$ cat config.mk
export PLATFORM = sky130hd
export DESIGN_NAME = mem_bus_sequencer
export DESIGN_NICKNAME = d
export VERILOG_FILES = /design/src/rtl/mcu_bus_pkg.sv /design/src/rtl/bus_req_arbiter.sv /design/src/rtl/mem_bus_sequencer.sv
export SDC_FILE = /design/constraint.sdc
export NUM_CORES = 1
export LEC_CHECK = 0
export CELL_PAD_IN_SITES_DETAIL_PLACEMENT = 0
export CELL_PAD_IN_SITES_GLOBAL_PLACEMENT = 1
export CORE_MARGIN = 4
export CORE_UTILIZATION = 30
export CTS_CLUSTER_SIZE = 40
export DETAILED_ROUTE_END_ITERATION = 8
export GPL_TIMING_DRIVEN = 0
export PLACE_DENSITY_LB_ADDON = 0.1
export SLEW_MARGIN = 20
export SYNTH_ARGS = -nofsm -noshare
export SYNTH_HDL_FRONTEND = slang
export SYNTH_HIERARCHICAL = 1
export SYNTH_SLANG_ARGS = --single-unit
export TNS_END_PERCENT = 20
$ cat constraint.sdc
create_clock -name clk -period 7.9 [get_ports clk]
set_clock_uncertainty 0.05 [all_clocks]
set_input_delay 1.58 -clock clk [delete_from_list [all_inputs] [get_ports clk]]
set_output_delay 1.58 -clock clk [all_outputs]
set_load 0.02 [all_outputs]
$ cat src/rtl/mcu_bus_pkg.sv
// Shared types and constants for the external memory bus sequencer:
// one-hot FSM states, requester indices and the encoded grant type.
package mcu_bus_pkg;

    typedef enum logic [3:0] {
        ST_IDLE   = 4'b0001,
        ST_SETUP  = 4'b0010,
        ST_ACCESS = 4'b0100,
        ST_DONE   = 4'b1000
    } state_t;

    localparam int REQ_FETCH = 0;
    localparam int REQ_RD    = 1;
    localparam int REQ_WR    = 2;
    localparam int NUM_REQ   = 3;

    typedef logic [1:0] grant_t;

    localparam grant_t GNT_FETCH = grant_t'(REQ_FETCH);
    localparam grant_t GNT_RD    = grant_t'(REQ_RD);
    localparam grant_t GNT_WR    = grant_t'(REQ_WR);

    // Collapses a one-hot grant vector into the 2-bit requester index.
    function automatic grant_t encode_grant(input logic [NUM_REQ-1:0] onehot);
        encode_grant = GNT_FETCH;
        if (onehot[REQ_RD]) encode_grant = GNT_RD;
        if (onehot[REQ_WR]) encode_grant = GNT_WR;
    endfunction

endpackage

$ cat src/rtl/bus_req_arbiter.sv
// Fixed-priority arbiter (write > read > fetch) with a starvation counter
// that forces a fetch grant after STARVE_LIMIT rd/wr grants while fetch waits.
module bus_req_arbiter
    import mcu_bus_pkg::*;
#(
    parameter int STARVE_LIMIT = 4
) (
    input  logic               clk,
    input  logic               reset,
    input  logic               arb_en,
    input  logic [NUM_REQ-1:0] req,
    output logic [NUM_REQ-1:0] grant
);

    localparam int CNT_W = $clog2(STARVE_LIMIT + 1);
    localparam logic [CNT_W-1:0] LIMIT_VAL = CNT_W'(STARVE_LIMIT);

    logic [CNT_W-1:0] starve_cnt;
    logic             starved;

    assign starved = req[REQ_FETCH] && (starve_cnt == LIMIT_VAL);

    always_comb begin
        // NOTE: every output of a combinational block gets a default first; a
        // path that leaves it unassigned would infer a latch.
        grant = '0;
        if (arb_en) begin
            if (starved)             grant[REQ_FETCH] = 1'b1;
            else if (req[REQ_WR])    grant[REQ_WR]    = 1'b1;
            else if (req[REQ_RD])    grant[REQ_RD]    = 1'b1;
            else if (req[REQ_FETCH]) grant[REQ_FETCH] = 1'b1;
        end
    end

    always_ff @(posedge clk) begin
        if (reset) begin
            starve_cnt <= '0;
        end else if (!req[REQ_FETCH] || grant[REQ_FETCH]) begin
            starve_cnt <= '0;
        end else if ((grant[REQ_WR] || grant[REQ_RD]) && (starve_cnt != LIMIT_VAL)) begin
            starve_cnt <= starve_cnt + CNT_W'(1);
        end
    end

endmodule

$ cat src/rtl/mem_bus_sequencer.sv
// Shares the 8-bit external address/data bus between fetch, operand read and
// write-back: arbitrates in IDLE, then runs SETUP -> ACCESS -> DONE per access.
module mem_bus_sequencer
    import mcu_bus_pkg::*;
#(
    parameter int WAIT_CYCLES  = 1,
    parameter int STARVE_LIMIT = 4
) (
    input  logic       clk,
    input  logic       reset,
    input  logic       fetch_req,
    input  logic [7:0] fetch_addr,
    output logic       fetch_ack,
    output logic [7:0] fetch_data,
    input  logic       rd_req,
    input  logic [7:0] rd_addr,
    output logic       rd_ack,
    output logic [7:0] rd_data,
    input  logic       wr_req,
    input  logic [7:0] wr_addr,
    input  logic [7:0] wr_data,
    output logic       wr_ack,
    output logic [7:0] addr_bus,
    output logic [7:0] data_out,
    output logic       data_oe,
    input  logic [7:0] data_in,
    output logic       read_en,
    output logic       write_en,
    output logic       busy
);

    localparam int WAIT_W = (WAIT_CYCLES > 1) ? $clog2(WAIT_CYCLES) : 1;
    localparam logic [WAIT_W-1:0] WAIT_LOAD = WAIT_W'(WAIT_CYCLES - 1);

    state_t             state;
    state_t             state_next;
    grant_t             grant_q;
    logic [NUM_REQ-1:0] req_vec;
    logic [NUM_REQ-1:0] grant_vec;
    logic [WAIT_W-1:0]  wait_cnt;
    logic [7:0]         addr_q;
    logic [7:0]         wdata_q;
    logic [7:0]         fetch_data_q;
    logic [7:0]         rd_data_q;
    logic               arb_en;
    logic               access_last;

    always_comb begin
        req_vec            = '0;
        req_vec[REQ_FETCH] = fetch_req;
        req_vec[REQ_RD]    = rd_req;
        req_vec[REQ_WR]    = wr_req;
    end

    assign arb_en      = (state == ST_IDLE);
    assign access_last = (state == ST_ACCESS) && (wait_cnt == '0);

    bus_req_arbiter #(
        .STARVE_LIMIT (STARVE_LIMIT)
    ) u_arbiter (
        .clk    (clk),
        .reset  (reset),
        .arb_en (arb_en),
        .req    (req_vec),
        .grant  (grant_vec)
    );

    always_ff @(posedge clk) begin
        // NOTE: clocked state uses non-blocking assignments so every register
        // samples pre-edge values, independent of statement order.
        if (reset) state <= ST_IDLE;
        else       state <= state_next;
    end

    always_comb begin
        state_next = state;
        read_en    = 1'b0;
        write_en   = 1'b0;
        data_oe    = 1'b0;
        fetch_ack  = 1'b0;
        rd_ack     = 1'b0;
        wr_ack     = 1'b0;
        unique case (state)
            ST_IDLE: begin
                if (|grant_vec) state_next = ST_SETUP;
            end
            ST_SETUP: begin
                state_next = ST_ACCESS;
            end
            ST_ACCESS: begin
                if (grant_q == GNT_WR) begin
                    write_en = 1'b1;
                    data_oe  = 1'b1;
                end else begin
                    read_en  = 1'b1;
                end
                if (wait_cnt == '0) state_next = ST_DONE;
            end
            ST_DONE: begin
                fetch_ack  = (grant_q == GNT_FETCH);
                rd_ack     = (grant_q == GNT_RD);
                wr_ack     = (grant_q == GNT_WR);
                state_next = ST_IDLE;
            end
            default: begin
                state_next = ST_IDLE;
            end
        endcase
    end

    // Address and write data are latched at grant so requesters may change
    // their inputs mid-transaction without disturbing the bus cycle.
    always_ff @(posedge clk) begin
        if (reset) begin
            grant_q      <= GNT_FETCH;
            addr_q       <= 8'h00;
            wdata_q      <= 8'h00;
            wait_cnt     <= '0;
            fetch_data_q <= 8'h00;
            rd_data_q    <= 8'h00;
        end else begin
            if (arb_en && (|grant_vec)) begin
                grant_q <= encode_grant(grant_vec);
                if (grant_vec[REQ_WR]) begin
                    addr_q  <= wr_addr;
                    wdata_q <= wr_data;
                end else if (grant_vec[REQ_RD]) begin
                    addr_q  <= rd_addr;
                end else begin
                    addr_q  <= fetch_addr;
                end
            end

            if (state == ST_SETUP) begin
                wait_cnt <= WAIT_LOAD;
            end else if ((state == ST_ACCESS) && (wait_cnt != '0)) begin
                wait_cnt <= wait_cnt - WAIT_W'(1);
            end

            if (access_last) begin
                if (grant_q == GNT_FETCH)   fetch_data_q <= data_in;
                else if (grant_q == GNT_RD) rd_data_q    <= data_in;
            end
        end
    end

    assign addr_bus   = addr_q;
    assign data_out   = wdata_q;
    assign fetch_data = fetch_data_q;
    assign rd_data    = rd_data_q;
    assign busy       = (state != ST_IDLE);

endmodule

# Word level (Yosys, flattened, before mapping)

Cells that the tools add are included.

Bits in registers: 42
Input bits: 45
Output and inout port bits: 39
Logic and storage cells: 61

$add $sub $neg: 2
Equal/unequal tests: 11
Mux-type cells: 22
Bitwise logic cells: 2
Reductions and logical operators: 16

Operators by type and width:

| operator                                              | number |
|---|---|
| 2-to-1 mux 8 bit                                      | 2 |
| 2-to-1 mux 1 bit                                      | 13 |
| case mux 4 bit (3 select lines)                       | 1 |
| 2-to-1 mux 4 bit                                      | 2 |
| 2-to-1 mux 2 bit                                      | 3 |
| AND reduction 2 bit                                   | 3 |
| logical AND 1 bit                                     | 5 |
| equality test 4 x 1 -> 1 bit, second input constant   | 1 |
| equality test 4 x 2 -> 1 bit, second input constant   | 1 |
| equality test 4 x 3 -> 1 bit, second input constant   | 1 |
| equality test 4 bit, second input constant            | 1 |
| inequality test 4 x 1 -> 1 bit, second input constant | 1 |
| OR reduction 2 bit                                    | 2 |
| adder 3 x 1 -> 3 bit, second input constant           | 1 |
| equality test 3 bit, second input constant            | 1 |
| 2-to-1 mux 3 bit                                      | 1 |
| inequality test 3 bit, second input constant          | 1 |
| AND reduction 3 bit                                   | 1 |
| OR reduction 3 bit                                    | 1 |
| equality test 2 x 1 -> 1 bit, second input constant   | 1 |
| equality test 2 bit, second input constant            | 1 |
| zero test 2 bit                                       | 1 |
| logical OR 1 bit                                      | 2 |
| inequality test 2 x 1 -> 1 bit, second input constant | 1 |
| 4 further kinds                                       | 5 |

# Longest topological paths before layout

Depth in word-level cells: 8
Gate-level depth with buffers: 10
Depth with buffers taken out: 7

# Hierarchy

The synthesis kept the hierarchy.

By module, submodules not included:

| module            | instances | cells an instance | area an instance (um2) | seq. area each (um2) |
|---|---|---|---|---|
| mem_bus_sequencer | 1         | 214               | 1851.8                 | 780.7 |
| bus_req_arbiter   | 1         | 24                | 209.0                  | 60.1 |

# Worst setup path after synthesis

Ideal clock, no wire load.

Path kind: register to output
Start point: register state[0]
End point: output port read_en
Data arrival time: 1491 ps
Required time: 6270 ps
Path slack: 4779 ps
Cell stages (with the launch flop): 6
Path buffers: 3
Path through: dfxtp_1 -> buf_6 -> or4b_4 -> buf_6 -> buf_6 -> nor2_1

Cells in the longest elaborated chain, start to end: 2

RTL lines:

| item                         | line                    | RTL |
|---|---|---|
| start, declared              | mem_bus_sequencer.sv:35 | `state_t state;` |
| start signal, assigned       | mem_bus_sequencer.sv:72 | `else state <= state_next;` |
| equality test 4 x 3 -> 1 bit | mem_bus_sequencer.sv:83 | `unique case (state)` |
| 2-to-1 mux 1 bit             | mem_bus_sequencer.sv:83 |  |
| end, declared                | mem_bus_sequencer.sv:27 | `output logic read_en,` |

No other way between the ends.

# Worst setup path after layout

Ends and elaborated chain as after synthesis.

==> qor.csv <==
metric,value,unit
RSZ-0062 raised after global routing,false,
Hold Path End,rd_data[2],
CTS tree,done,
largest net degree at the start of global routing,19,
CP Max Fanout,10,
Synth Area in XOR/XNOR,0.425,%
Synth Area in Adders,1.21,%
Synth Area in Compound Gates,22.7,%
Worst Tran Pin Value,0.689,ns
crit path time final,3.87,ns
drt drc,0,
Async SR Flop Fraction,0,%
Post-CTS Setup Bufs,0,
PwrDens,222,nW/µm²
Reg-to-Reg Start,state[1],
# IOs,84,
TNS Setup,0,ns
largest family of logic cells by synthesized area,compound AO/OA/AOI/OAI gates,
dpl cells,398,
Yosys top cell area share,40.8,%
P_sw,0.000241,W
Sw Share,35.0,%
gr usage total,15.1,%
Syn Inst Count,238,
starting density of the core,31.7,%
number of flops mapped to enable cells by yosys,0,
Worst R2R Setup Slack,5.04,ns
"top cells by area, synth","dfxtp_1 (41%), a21oi_1 (8.7%), o21ai_1 (8.3%)",
Tightest Hold Check Type,reg2reg,
mux contribution to synthesized area,4.37,%
Vias/cell,5.04,
Slew HR,53.7,%
Worst setup EP type,output pin,
VDD IR max,0.101,mV
post-route ant nets,0,
Port Buffers,83,
initial antenna violation count,0,
critical path startpoint category,register,
CP peak stage delay,0.60,ns
die height,90.9,µm
layout cell share with drive strength beyond 1,11.6,%
Root Buffer,clkbuf_8,
synthesized area per cell,8.66,µm²
H-tree level count,2,
CP Buf/Inv Count,4,
period utilisation layout,49.0,%
RR Endpoint,addr_bus[5],
leading area contributor after synthesis,dfxtp_1,
CTS buffer count,5,
post-CTS resize count,0,
Max Slew Vio Count,0,
"most used cell, CP",buf_6,
fraction of the yosys area taken by sequential cells,40.8,%
Post-Layout Cell Count,406,
hold-critical path depth,2,
synth cell count leaders,"dfxtp_1 (42), a21oi_1 (36), o21ai_1 (34)",
static leakage,1.04,nW
Flop pwr share,35.9,%
logic gate share of total power,39.7,%
first-pass GRT wire length,10.2,mm
Core ar.,6490,µm²
Critical Path AT,2.24,ns
clk sinks,42,
Final #Nets,375,
DP Wirelength,4.56,mm
crit-path leading delay family,buffers and inverters,
grt ovf,0,
Crit Path Class,reg2out,
Routed WL,6.10,mm
number of global-route vias before repair,1978,
Internal,0.000448,W
simple-gate share of the synthesized area,22.6,%
DIE WIDTH,90.9,µm
most common cell in the netlist,dfxtp_1,
ANT cells,0,
Worst-path clk slew,0.08,ns
dominant synthesized flop cell,dfxtp_1,
reg2reg path depth,9,
YS warnings,6,
GP Congestion,0.708,
crit-path cells,buf_6 -> or4b_4 -> buf_6 -> buf_6 -> nor2_1 -> clkdlybuf4s50_1,
syn nets,285,
Max Fclk,0.258,GHz
Final setup viols,0,
Slowest cell on crit path,clkdlybuf4s50_1,
drt wl/cell,15.0,µm
clk_lat worst skew,0.29,ns
Longest Clk Path Bufs,2,
DRT iter0 DRCs,65,
DIE AREA,8260,µm²
# hold bufs at CTS,0,
P&R area growth vs syn,50.2,%
number of max-cap violations,0,
Mapped Area,2060,µm²
routed vias,2046,
status,"finished, final reports clean",
total iterations of the first detailed-routing run,4,
Synth Register Bits,42,
WP data required,6.27,ns
Rows,29,
min-delay src,rd_data[2],
Clk pwr share,24.3,%
count of cell types in the netlist,41,
Final Hold Viols,0,
==> worst max-delay path by stage <==
stage | startpoint | to | slack [ns] | cells after the start
after floorplan | state[0] | read_en | 4.78 | 5
after global placement | fetch_req | grant_q[1] | 4.02 | 8
after detailed placement | fetch_req | addr_bus[0] | 4.01 | 8
after CTS | state[0] | read_en | 4.00 | 6
after global routing | state[0] | read_en | 3.95 | 6
final | state[0] | read_en | 4.03 | 6
==> metal layers <==
layer / track usage (%) / wire length (µm) / share of wire (%) / vias to the layer above
met5: 0 / 0 / 0 / -
met2: 22.8 / 2760 / 45 / 57
met1: 21.2 / 2960 / 48 / 938
li1: - / - / - / 1046
met3: 3.92 / 328 / 5.4 / 5
met4: 4.52 / 51 / 0.84 / 0
==> power groups by stage <==
stage	Sequential [W]	Clock, W	Combinational, W
2_1_floorplan	0.000272	0	0.000148
3_3_place_gp	0.000252	0	0.000275
3_5_place_dp	0.000252	0	0.000275
4_1_cts	0.000247	0.000174	0.000276
5_1_grt	0.000251	0.000182	0.000301
6_report	0.000247	0.000167	0.000273
==> cell families (layout without fill, tap and decap cells) <==
family / count (synthesis) / after routing
fa+ha+maj: 2 / 2
xor+xnor: 1 / 1
compound gates: 84 / 84
simple gates: 73 / 73
flops: 42 / 42
mux: 8 / 8
buf+inv: 28 / 119
==> cell type report <==
| class | count | area [µm²] |
|---|---|---|
| buffer | 24 | 141 |
| clock buffer | 7 | 76.3 |
| clock inverter | 1 | 30.0 |
| fill | 664 | 3400 |
| inverter | 4 | 20.0 |
| multi-input combinational | 168 | 1060 |
| sequential | 42 | 841 |
| tap | 77 | 96.3 |
| timing repair buffer | 83 | 831 |
==> metrics by stage <==
step	utilization (%)	hold WS [ns]	instance area, µm²	total power, W	setup WS (ns)
floorplan	-	0.411	2060	0.000421	4.78
global placement	46.0	0.413	2990	0.000527	4.02
detailed placement	46.0	0.419	2990	0.000527	4.01
CTS	47.6	0.430	3090	0.000698	4.00
global route	47.6	0.447	3090	0.000734	3.95
finish	47.6	0.430	3090	0.000688	4.03
==> layout by cell type, fill, tap and decap left out, types with 2 or more instances in the layout <==
cell	count
nand2b_1	13
dfxtp_1	42
ha_1	2
nor3b_1	2
buf_2	8
nor2_1	4
buf_6	5
nand2_1	3
mux2_2	8
clkdlybuf4s50_1	83
clkbuf_8	5
nand3b_1	2
a21oi_1	36
buf_1	2
clkbuf_1	10
or3_1	2
or4b_4	2
o21ai_1	34
inv_1	2
or2b_1	2
nor3_1	4
o21ai_0	2
o2111ai_1	8
nand3_1	28
==> worst min-delay path, delay by kind of cell, from the launching register on <==
kind           cells  cell delay, ns
AO/OA/AOI/OAI      2            0.12
flip-flops         1            0.31
==> flip-flops by register name, indices dropped and copies added, names as in the netlist <==
register	cells
u_arbiter/starve_cnt	3
rd_data	8
wait_cnt	1
grant_q	2
data_out	8
fetch_data	8
state	4
addr_bus	8
Note: power is estimated with default switching activity, not from simulation.
==> RTL change 1 (config.mk and constraints unchanged) <==
Reset style: asynchronous (`reset`), changed in 3 clocked blocks.
--- a/src/rtl/bus_req_arbiter.sv
+++ b/src/rtl/bus_req_arbiter.sv
@@ -34,3 +34,3 @@
 
-    always_ff @(posedge clk) begin
+    always_ff @(posedge clk or posedge reset) begin
         if (reset) begin
--- a/src/rtl/mem_bus_sequencer.sv
+++ b/src/rtl/mem_bus_sequencer.sv
@@ -67,3 +67,3 @@
 
-    always_ff @(posedge clk) begin
+    always_ff @(posedge clk or posedge reset) begin
         // NOTE: clocked state uses non-blocking assignments so every register
@@ -112,3 +112,3 @@
     // their inputs mid-transaction without disturbing the bus cycle.
-    always_ff @(posedge clk) begin
+    always_ff @(posedge clk or posedge reset) begin
         if (reset) begin
Check against the original RTL: differs if reset is asserted again (counterexample within 4 cycles, from zero or initial values and one cycle with reset high); with reset held inactive, the same outputs for 10 cycles.
==> RTL change 1 against the unedited design <==
Wire length fell by 23%; sequential cell count did not move; hold slack improved by 0.029 ns; area after synthesis fell by 3.7%; combinational power rose by 86%; power rose by 44%; first-iteration DRC count fell by 68%; sequential power rose by 43%; cell area fell by 2.3%; worst setup slack got worse by 0.18 ns.
==> RTL change 1: results (changes against the unedited design) <==
| Metric | Value |
|---|---|
| Status | complete, no violations |
| Clk power | 0.131 mW (-22%) |
| Synth top area cells | dfrtp_1 (52%), mux2_2 (14%), mux2_4 (6.1%), mux2i_1 (4.0%), o21ai_0 (2.3%) |
| Num CTS Buffers | 5 (unchanged) |
| Cts repair resizes | 0 (unchanged) |
| Sequential share of the synthesized area | 0.5303 (+0.1223) |
| Synth warn | 6 (unchanged) |
| Post-Synth XOR/XNOR Area | 0.004414 (+0.0001635) |
| Placement Cell Area | 2945 sq um (-1.4%) |
| Vias | 1497 (-27%) |
| # Post-CTS Setup Buffers | 0 (unchanged) |
| Cells after DPL | 318 (-20%) |
| HP Start | fetch_data[3]$_DFFE_PP0P_ |
| First-pass GRT wire length | 7555 um (-26%) |
| Worst-margin pin slew | 0.6846 ns (-0.004509 ns) |
| Final Total Pwr | 0.9931 mW (+44%) |
| HP Class | reg -> reg |
| Setup crit end | write_en |
| Worst EP arrival | 2.42 ns (+0.18 ns) |
| Post-synth top cells | dfrtp_1 (41), mux2_2 (24), nand2_1 (12), o21ai_0 (9) |
| Initial antenna violation count | 0 (unchanged) |
| Final std cells w/o fill | 325 (-20%) |
| GRT Util Overall | 0.1248 (-0.02649) |
| Pin count of the biggest net entering global routing | 34 (+15) |
| Mux cell area share after synthesis | 0.2371 (+0.1934) |
| Initial DRC Count | 21 (-68%) |
| Synth Instances | 156 (-34%) |
| Clk Latency, worst-skew pair | 0.28 ns |
| Register-to-Register Path Depth | 8 (-1) |
| Hold Path End | fetch_data[3]$_DFFE_PP0P_ |
| P_seq | 0.354 mW (+43%) |
| NumNets Final | 295 (-21%) |
| RR Startpoint | state[0]$_DFFE_PP1P_ |
| R2R Path End | addr_bus[7]$_DFFE_PP0P_ |
| Clk slew on worst S/H paths | 0.08 ns (about the same) |
| Compound-Gate Fraction of Synth Area | 0.06116 (-0.1659) |
| CP Launch Point | state[3]$_DFFE_PP0P_ |
| Net Count, Synth | 203 (-29%) |
| P_leak | 1.274 nW (+22%) |
| Hold Crit Depth | 1 (-1) |
| Maximum buffer depth of the clock tree | 2 (unchanged) |
| CTS H-tree depth | 2 (unchanged) |
| ANT cells | 0 (unchanged) |
| DPL Wire Length | 3519 um (-23%) |
| Ys async rst share | 1.000 (+1.000) |
| R2R setup slack | 4.86 ns (-0.18 ns) |
| Post-synthesis adder-cell area fraction | 0.01261 (+0.0004670) |
| TritonCTS clock tree | yes |
| WL/cell | 14.50 um (-3.5%) |
| Worst vdd rail ir drop | 0.1514 mV (+50%) |
| Routability Congestion | 0.7028 (-0.71%) |
| Distinct cell type count after synthesis | 40 (-2.4%) |
| Fraction of layout cells with a size suffix above 1 | 0.2097 (+0.09418) |
| Internal cell power | 0.6322 mW (+41%) |
| Port bufs | 83 (unchanged) |
| Root buffer cell | clkbuf_8 |
| Ys flop type | dfrtp_1 |
| Max FO, Critical Path | 6 (-4) |
| Pre-antenna DRT Iters | 2 (-2) |
-- RTL change 1: cell types whose count changed after synthesis, moves of 9 or more --
| cell | delta |
|---|---|
| dfxtp_1 | -42 |
| nand2_1 | +9 |
| mux2_2 | +16 |
| nand3_1 | -27 |
| nand2b_1 | -11 |
| o21ai_1 | -34 |
| a21oi_1 | -35 |
| dfrtp_1 | +41 |
-- RTL change 1: cell type report --
class                   instances  area, sq um
fillers                       631         3362
flip-flops and latches         42         1052
multi-input cells              98        865.8
repair buffers                 85        858.3
well taps                      77        96.34
clock buffers                   5        68.82
plain buffers                   8        42.54
inverters                       8        30.03
clock inverters                 2        10.01
-- RTL change 1: worst max-delay path, cell delays in order (launching register included) --
cell             delay (ns)
dfrtp_1                0.45
or4b_1                 0.53
buf_2                  0.17
nor3b_1                0.25
buf_4                  0.15
clkdlybuf4s50_1        0.59
-- RTL change 1: kinds of logic (layout without fill, tap and decap cells) --
| group | Yosys count | after routing |
|---|---|---|
| buf+inv | 16 | 108 |
| flops | 42 | 42 |
| simple gates | 37 | 37 |
| xor+xnor | 1 | 1 |
| mux | 40 | 40 |
| fa+ha+maj | 2 | 2 |
| compound gates | 18 | 18 |
-- RTL change 1: metal layers --
layer | GRT usage | share of wire
met4 | 0.03654 | 0.0049
met1 | 0.1599 | 0.45
met5 | 0 | 0
met2 | 0.1922 | 0.46
met3 | 0.05346 | 0.087
-- RTL change 1: stage by stage --
step	hold slack, ns	worst slack, ns
floorplan	0.4241	4.373
global placement	0.4368	3.347
detailed placement	0.4432	3.500
CTS	0.4615	3.792
global route	0.4728	3.604
finish	0.4587	3.848
==> RTL change 2 (same flow settings) <==
Made on the original files. `STARVE_LIMIT` is set to 4 in 2 places; all go to 8.
--- a/src/rtl/bus_req_arbiter.sv
+++ b/src/rtl/bus_req_arbiter.sv
@@ -5,3 +5,3 @@
 #(
-    parameter int STARVE_LIMIT = 4
+    parameter int STARVE_LIMIT = 8
 ) (
--- a/src/rtl/mem_bus_sequencer.sv
+++ b/src/rtl/mem_bus_sequencer.sv
@@ -6,3 +6,3 @@
     parameter int WAIT_CYCLES  = 1,
-    parameter int STARVE_LIMIT = 4
+    parameter int STARVE_LIMIT = 8
 ) (
Function: same outputs for any inputs over 10 cycles, from zero or initial values and one cycle with reset high; that may be too few to reach the edited logic, so the function may still have changed.
==> RTL change 2 against the unedited design <==
Cell count up 6.9%; power down 2.6%; first-iteration DRC count down 7.7%; utilization down 1.3 points; worst setup slack worse by 0.0029 ns; critical endpoint unchanged; critical path type unchanged; area after synthesis up 3.2%; synthesized cell count up 3.8%; cell area up 2.2%; sequential cell count up 1; critical path depth unchanged; wire length down 0.92%.
==> RTL change 2: results (changes against the unedited design) <==
| Metric | Value |
|---|---|
| Post-synth top cells | dfxtp_1 (43), a21oi_1 (37), o21ai_1 (35), nand3_1 (26), nand2b_1 (14) |
| GRT Util Overall | 0.1437 (-0.007632) |
| Post-synthesis adder-cell area fraction | 0.01176 (-0.0003786) |
| Fraction of layout cells with a size suffix above 1 | 0.1124 (-0.003075) |
| Vias in the first global route | 2054 (+3.8%) |
| Non-clock inverters | 6 (+2) |
| R2R Path End | addr_bus[6]$_SDFFE_PP0P_ |
| Hold Path End | data_out[2]$_SDFFE_PP0P_ |
| Fill cells | 702 (+5.7%) |
| Die width | 92.20 um (+1.5%) |
| Worst vdd rail ir drop | 0.09427 mV (-6.4%) |
| Sequential share of the synthesized area | 0.4047 (-0.003309) |
| M1 GR Usage | 0.1931 (-0.01850) |
| NumNets Final | 384 (+2.4%) |
| Compound-Gate Fraction of Synth Area | 0.2441 (+0.01704) |
| HP Start | data_out[2]$_SDFFE_PP0P_ |
| P_leak | 1.059 nW (+1.4%) |
| Met2 Usage GRT | 0.2245 (-0.003466) |
| Distinct cell type count after synthesis | 39 (-4.9%) |
| Buffer share of cell area | 0.3097 (-0.004462) |
| Pin count of the biggest net entering global routing | 14 (-5) |
| WL/cell | 13.92 um (-7.3%) |
| Met2 WL post-DR | 2739 um (-0.72%) |
| Multi-input gate area | 1090 sq um (+3.0%) |
| Status | complete, no violations |
| Routing usage on met3 | 0.03527 (-0.003892) |
| Placement Cell Area | 3078 sq um (+3.0%) |
| CTS sink count | 43 (+2.4%) |
RTL change 2: changes by cell type after synthesis, moves of 2 or more:
cell       unedited run  this run
or2b_1                2         0
nand3_1              28        26
inv_1                 2         4
o2111ai_1             8        10
o21ai_0               2         5
RTL change 2: stage by stage:
step | cells | power, mW | setup slack (ns) | hold slack (ns) | util
6_report | 434 | 0.6701 | 4.026 | 0.4303 | 0.4630
3_5_place_dp | 426 | 0.5362 | 4.058 | 0.4210 | 0.4505
5_1_grt | 434 | 0.7134 | 3.945 | 0.4558 | 0.4630
4_1_cts | 434 | 0.6785 | 3.998 | 0.4336 | 0.4630
2_1_floorplan | 247 | 0.4301 | 4.779 | 0.4294 | -
3_3_place_gp | 426 | 0.5365 | 4.063 | 0.4149 | 0.4505
RTL change 2: power groups by stage:
stage               clock, mW  sequential [mW]  combinational (mW)
global route            0.152            0.256               0.306
CTS                     0.145            0.253               0.281
floorplan                   0            0.277               0.153
detailed placement          0            0.257               0.279
global placement            0            0.257               0.280
finish                  0.140            0.253               0.278
